File: src/rtl/timer_ctrl_if.sv
// Start-command handshake between a control/CSR master and timer_ctrl.
// The master drives the command fields; the timer returns ready.
interface timer_ctrl_if #(
   parameter int WIDTH = 4
);
   logic             i_cmd_valid;
   logic             o_cmd_ready;
   logic [WIDTH-1:0] i_cmd_limit;
   logic             i_cmd_periodic;

   modport master (
      output i_cmd_valid,
      output i_cmd_limit,
      output i_cmd_periodic,
      input  o_cmd_ready
   );

   modport slave (
      input  i_cmd_valid,
      input  i_cmd_limit,
      input  i_cmd_periodic,
      output o_cmd_ready
   );
endinterface

File: src/rtl/timer_ctrl.sv
// Programmable one-shot/periodic timer: counts 0..limit and pulses o_tick at terminal count.
// Optional count prescaler is enabled by defining TIMER_CTRL_PRESCALE_EN.
module timer_ctrl #(
   parameter int WIDTH    = 4,
   parameter int PRESCALE = 4
) (
   input  logic             i_clk,
   input  logic             i_reset,
   timer_ctrl_if.slave      cmd,
   input  logic             i_stop,
   output logic [WIDTH-1:0] o_count,
   output logic             o_busy,
   output logic             o_tick,
   output logic             o_done
);

   typedef enum logic [1:0] {
      IDLE = 2'd0,
      RUN  = 2'd1,
      DONE = 2'd2
   } state_t;

   state_t           state_r, state_nxt;
   logic [WIDTH-1:0] limit_r, limit_nxt;
   logic             periodic_r, periodic_nxt;
   logic [WIDTH-1:0] count_nxt;
   logic             tick_nxt, done_nxt;
   logic             accept;
   logic             step;

`ifdef TIMER_CTRL_PRESCALE_EN
   localparam int PW = (PRESCALE > 1) ? $clog2(PRESCALE) : 1;
   localparam logic [PW-1:0] PRESCALE_LAST = PW'(PRESCALE - 1);

   logic [PW-1:0] presc_r, presc_nxt;

   assign step = (presc_r == PRESCALE_LAST);
`else
   // A legal PRESCALE is >= 1; without the prescaler every RUN edge is a count step.
   localparam logic PRESCALE_OK = (PRESCALE >= 1);

   assign step = PRESCALE_OK;
`endif

   assign o_busy          = (state_r == RUN);
   assign cmd.o_cmd_ready = (state_r != RUN);
   assign accept          = cmd.i_cmd_valid && cmd.o_cmd_ready;

   // NOTE: every output of this block gets a default first, so no path can infer a latch.
   always_comb begin
      state_nxt    = state_r;
      count_nxt    = o_count;
      tick_nxt     = 1'b0;
      done_nxt     = o_done;
      limit_nxt    = limit_r;
      periodic_nxt = periodic_r;
`ifdef TIMER_CTRL_PRESCALE_EN
      presc_nxt    = presc_r;
`endif

      unique case (state_r)
         RUN: begin
            if (i_stop) begin
               state_nxt = IDLE;
               count_nxt = '0;
               done_nxt  = 1'b0;
`ifdef TIMER_CTRL_PRESCALE_EN
               presc_nxt = '0;
`endif
            end else begin
`ifdef TIMER_CTRL_PRESCALE_EN
               presc_nxt = step ? '0 : presc_r + PW'(1);
`endif
               if (step) begin
                  if (o_count == limit_r) begin
                     tick_nxt = 1'b1;
                     if (periodic_r) begin
                        count_nxt = '0;
                     end else begin
                        state_nxt = DONE;
                        done_nxt  = 1'b1;
                     end
                  end else begin
                     count_nxt = o_count + WIDTH'(1);
                  end
               end
            end
         end

         default: begin
            // IDLE and DONE behave alike: stop is ignored and a command restarts the run.
            if (accept) begin
               state_nxt    = RUN;
               count_nxt    = '0;
               done_nxt     = 1'b0;
               limit_nxt    = cmd.i_cmd_limit;
               periodic_nxt = cmd.i_cmd_periodic;
`ifdef TIMER_CTRL_PRESCALE_EN
               presc_nxt    = '0;
`endif
            end
         end
      endcase
   end

   // NOTE: sequential state uses non-blocking assignments so every register samples pre-edge values.
   always_ff @(posedge i_clk or posedge i_reset) begin
      if (i_reset) begin
         state_r    <= IDLE;
         o_count    <= '0;
         o_tick     <= 1'b0;
         o_done     <= 1'b0;
         limit_r    <= '0;
         periodic_r <= 1'b0;
`ifdef TIMER_CTRL_PRESCALE_EN
         presc_r    <= '0;
`endif
      end else begin
         state_r    <= state_nxt;
         o_count    <= count_nxt;
         o_tick     <= tick_nxt;
         o_done     <= done_nxt;
         limit_r    <= limit_nxt;
         periodic_r <= periodic_nxt;
`ifdef TIMER_CTRL_PRESCALE_EN
         presc_r    <= presc_nxt;
`endif
      end
   end

endmodule

File: src/flat_wrapper.sv
// flat-port wrapper written by rule: the top's interface ports become plain ports
module timer_ctrl_flat 
#(
   parameter int WIDTH    = 4,
   parameter int PRESCALE = 4
)
  (i_clk, i_reset, i_stop, o_count, o_busy, o_tick, o_done, cmd_i_cmd_valid, cmd_i_cmd_limit, cmd_i_cmd_periodic, cmd_o_cmd_ready);
  timer_ctrl_if #(.WIDTH(WIDTH)) cmd_i ();
  input  logic i_clk;
  input  logic i_reset;
  input  logic i_stop;
  output logic [WIDTH-1:0] o_count;
  output logic o_busy;
  output logic o_tick;
  output logic o_done;
  input wire logic [$bits(cmd_i.i_cmd_valid)-1:0] cmd_i_cmd_valid;
  input wire logic [$bits(cmd_i.i_cmd_limit)-1:0] cmd_i_cmd_limit;
  input wire logic [$bits(cmd_i.i_cmd_periodic)-1:0] cmd_i_cmd_periodic;
  output wire logic [$bits(cmd_i.o_cmd_ready)-1:0] cmd_o_cmd_ready;
  assign cmd_i.i_cmd_valid = cmd_i_cmd_valid;
  assign cmd_i.i_cmd_limit = cmd_i_cmd_limit;
  assign cmd_i.i_cmd_periodic = cmd_i_cmd_periodic;
  assign cmd_o_cmd_ready = cmd_i.o_cmd_ready;
  timer_ctrl #(.WIDTH(WIDTH), .PRESCALE(PRESCALE)) u_core (.i_clk(i_clk), .i_reset(i_reset), .cmd(cmd_i), .i_stop(i_stop), .o_count(o_count), .o_busy(o_busy), .o_tick(o_tick), .o_done(o_done));
endmodule
File: config.mk
export PLATFORM = sky130hd
export DESIGN_NAME = timer_ctrl_flat
export DESIGN_NICKNAME = d
export VERILOG_FILES = /design/src/rtl/timer_ctrl_if.sv /design/src/rtl/timer_ctrl.sv /design/src/flat_wrapper.sv
export SDC_FILE = /design/constraint.sdc
export NUM_CORES = 1
export LEC_CHECK = 0
export ABC_AREA = 1
export ABC_CLOCK_PERIOD_IN_PS = 2900
export BUFFER_PORTS_ARGS = -buffer_cell sky130_fd_sc_hd__buf_2
export CORE_MARGIN = 3
export CORE_UTILIZATION = 39
export CTS_CLUSTER_DIAMETER = 40
export DETAILED_ROUTE_END_ITERATION = 7
export GPL_TIMING_DRIVEN = 0
export PLACE_DENSITY = 0.7
export SYNTH_ARGS = -nofsm -noshare
export SYNTH_HDL_FRONTEND = slang
export SYNTH_SLANG_ARGS = --single-unit
File: constraint.sdc
create_clock -name i_clk -period 2.9 [get_ports i_clk]
set_input_delay 0.435 -clock i_clk [delete_from_list [all_inputs] [get_ports i_clk]]
set_output_delay 0.435 -clock i_clk [all_outputs]
set_load 0.01 [all_outputs]
After elaboration in Yosys (flattened, before gate mapping):

Cells that the tools add are included.

* bitwise operators: 1
* equal/unequal tests: 6
* muxes and demuxes: 18
* add/sub/neg operators: 1
* reductions and logical operators: 5

Operators with widths (number)
* $mux 4: 5
* $mux 2: 5
* $mux 1: 8
* $add 4x1->4 const B: 1
* $eq 4x4->1: 1
* $ne 4x3->1 const B: 1
* $reduce_and 2->1: 2
* $ne 3x2->1 const B: 1
* $ne 3x3->1 const B: 1
* $reduce_and 3->1: 1
* $eq 2x1->1 const B: 1
* $ne 2x1->1 const B: 1
* $reduce_bool 2->1: 1
* $logic_and 1x1->1: 1
* $not 1->1: 1

* register bits after elaboration: 13
* output and inout bits: 8

Depth between registers and ports, before layout:

* word-level depth: 4
* gate-level depth with buffers: 9
* depth with buffers taken out: 9

Least setup slack after synthesis:

Ideal clock, no wire load.

* path type: register -> register
* start: register u_core.state_r[1]
* end: register u_core.o_count[2]
* library setup time: 0.065 ns
* required time: 2.835 ns
* clock period less this slack: 1.172 ns
* cell stages (with the launch flop): 8
* slack: 1.728 ns
* arrival: 1.107 ns
* path through: dfrtp_1 > nor2_4 > inv_2 > nor2_8 > nand4_2 > nand2_2 > nand2_1 > nand2_1

* elaborated cells between the ends (all ways): 7

RTL lines
* start, declared: line timer_ctrl.sv:23 `state_t state_r, state_nxt;`
* start signal, assigned: line timer_ctrl.sv:119 `state_r <= state_nxt;`
* $eq 2x1->1 (*)
* via o_busy: line flat_wrapper.sv:13 `output logic o_busy;`
* $ne 4x3->1 (no source line) / $reduce_bool 2->1 (equally long branches)
* $reduce_and 2->1 (no source line)
* end signal, assigned: line timer_ctrl.sv:120 `o_count <= count_nxt;`
* end, declared: line timer_ctrl.sv:11 `output logic [WIDTH-1:0] o_count,`

Mark *: on every way through the listed nets, which the timed path passes. The rest lies on a longest branch.
A chain may end at the register's enable or synchronous reset.

Worst setup path in the final report:

* start: register u_core.state_r[0]
* end: output port cmd_o_cmd_ready

* longest elaborated chain between the ends: 1

Ends and longest elaborated chain
* $ne 2x1->1: line timer_ctrl.sv:46 `assign cmd.o_cmd_ready = (state_r != RUN);`
* end, declared: line flat_wrapper.sv:19 `output wire logic [$bits(cmd_i.o_cmd_ready)-1:0] cmd_o_cmd_ready;`

No other way between the ends.

==> impl_results.md <==
* Place WS at 1.70 ns
* Setup TNS at 0 ns
* Commonest cells after routing, fill and taps aside: nand2_1 (30), buf_2 (16), dfrtp_1 (12), inv_1 (10)
* Final instance area at 761 um^2
* Post-Place Cell Area at 738 um^2
* Die width at 46.5 um
* Number of synthesized register bits at 12
* Outcome: completed
* IO Count at 17
* Final #Nets at 113
* All-Layer GR Usage at 13.8%
* Die height at 46.5 um
* Placer Congestion at 0.790
* Post-CTS Setup Bufs at 0
* Final setup fails at 0
* Clock buffer count from CTS at 3
* RSZ-0062 raised after global routing: no
* Synthesized area at 639 um^2
* I/O Buffers at 16
* DIE AREA at 2160 um^2
* Post-route minimum period at 1.48 ns
* Max frequency at 0.675 GHz
* DRT Wirelength at 1180 um
* Initial drt markers at 10
* Vias in the first global route at 483
* Pwr Density at 857 nW/um^2
* VDD IR-drop max at 0.000433 V
* DR pass1 iterations at 4
* # rows at 13
* Via/cell ratio at 4.62
* Grt total ovfl at 0
* TritonCTS clock tree: yes
* Slew Limit Headroom at 69.6%
* Clk buf depth at 2
* Share of cells above drive strength 1 at 30.7%
* CTS Hold Bufs at 0
* Net count after synthesis at 92
* Final worst-path cycle share at 51.1%
* Reg clk slew, reported paths at 0.07 ns
* Setup crit end kind: primary output
* ANT nets after route at 0
* CORE AREA at 1420 um^2
* Yosys top cell by area: dfrtp_1
* P_leak at 0.000464 uW
* Clock root cell: clkbuf_4
* Top cells by area, synth: dfrtp_1 (47%), nand2_1 (18%), inv_1 (5.9%)
* Ys Warns at 0
* CTS H-Tree Depth at 1
* HPWL reported at the end of detailed placement at 946 um
* Max-cap violations at 0
* Crit Path Max Fanout at 4
* CP Data Required Time at 2.47 ns
* Slew @ Worst Pin at 0.455 ns
* Gate Count Post-Synth at 82
* Final hold viol count at 0
* Hold Path Class: in2async
* CP Class: reg2out
* FF-to-FF setup slack at 1.71 ns
* Antenna violations before repair at 0
* Commonest non-fill, non-tap cell in the layout: nand2_1
* R2R depth at 9
* Clk sink count at 12
* Register area share after synthesis at 47.0%
* Worst path arrival time at 1.05 ns
* First-pass GRT wire length at 2020 um
* # diodes at 0
* Pin count of the biggest net entering global routing at 13
* PnR worst setup slack at 1.42 ns
* DRC violations left at 0
* Syn avg cell area at 7.80 um^2
* Wirelength per Cell at 10.2 um
* Initial core utilization at 45.2%
* Max-slew violation count at 0
* Setup crit start kind: flip-flop
* DR vias at 536
* Post-CTS sizing at 0
* Netlist cell types at 18
* Final Skew at 0.00465 ns
* Area grow syn2layout at 19.0%
* Worst-Skew Late Latency at 0.27 ns
* Synth top area share at 47.0%
## cell type report
cell class	count	area (um^2)
fill	142	654
tap	15	18.8
buffer	1	7.51
inverter	14	52.6
sequential	12	300
timing repair buffer	16	80.1
clock buffer	3	22.5
multi-input combinational	55	279
## per-stage QoR
stage	std cells	hold slack, ns	util, %	total power (uW)
3_5_place_dp	113	0.463	52.2	563
3_3_place_gp	113	0.460	52.2	553
6_report	116	0.159	53.8	652
2_1_floorplan	82	0.300	-	485
4_1_cts	116	0.173	53.8	663
5_1_grt	116	0.199	53.8	723
## where the power goes
part	total, uW	leakage, uW	internal (uW)	switching (uW)
combinational	284	0.000301	106	179
sequential	268	0.000149	223	45.0
clock	99.3	0.0000138	48.0	51.3
total	652	0.000464	377	275
## path summary, 6_finish.rpt
| check | from | endpoint |
|---|---|---|
| max | u_core.state_r[0] | cmd_o_cmd_ready |
| min | i_reset | u_core.o_tick |
| max reg2reg | u_core.o_count[0] | u_core.state_r[1] |
| min reg2reg | u_core.state_r[0] | u_core.state_r[0] |
| max in group asynchronous | i_reset | u_core.limit_r[0] |
| min in group i_clk | cmd_i_cmd_limit[1] | u_core.limit_r[1] |
## cells in the mapped netlist, drive strengths merged
master / n
nand2: 32
nand4: 2
a21oi: 6
inv: 14
nand3: 1
nor2: 10
nor3: 1
buf: 1
dfrtp: 12
o31ai: 1
xor2: 1
ha: 1
## per-layer routing
layer / track usage (%) / up-vias / wire (um)
met5: 0 / - / 0
met4: 8.52 / 0 / 17
met3: 4.69 / 2 / 55
met2: 19.2 / 12 / 569
met1: 17.9 / 235 / 537
li1: - / 287 / -
## worst max-delay path: stages, from the launching register on
cell and delay (ns):
dfrtp_1 0.38, inv_1 0.09, nor2_4 0.04, inv_2 0.11
buf_2 0.15
## state kept, by name, summed over array words and instances, names as in the netlist
name	flops
u_core.periodic_r	1
u_core.state_r	2
u_core.o_count	4
u_core.o_tick	1
u_core.limit_r	4
## kinds of logic (layout without fill, tap and decap cells)
kind of cell	after synthesis	after routing	share of synthesized area (%)
buf+inv	15	34	9.39
simple gates	46	46	34.4
xor+xnor	1	1	1.37
fa+ha+maj	1	1	1.96
flops	12	12	47.0
compound gates	7	7	5.87
No activity file was read; power rests on OpenSTA's default activity.
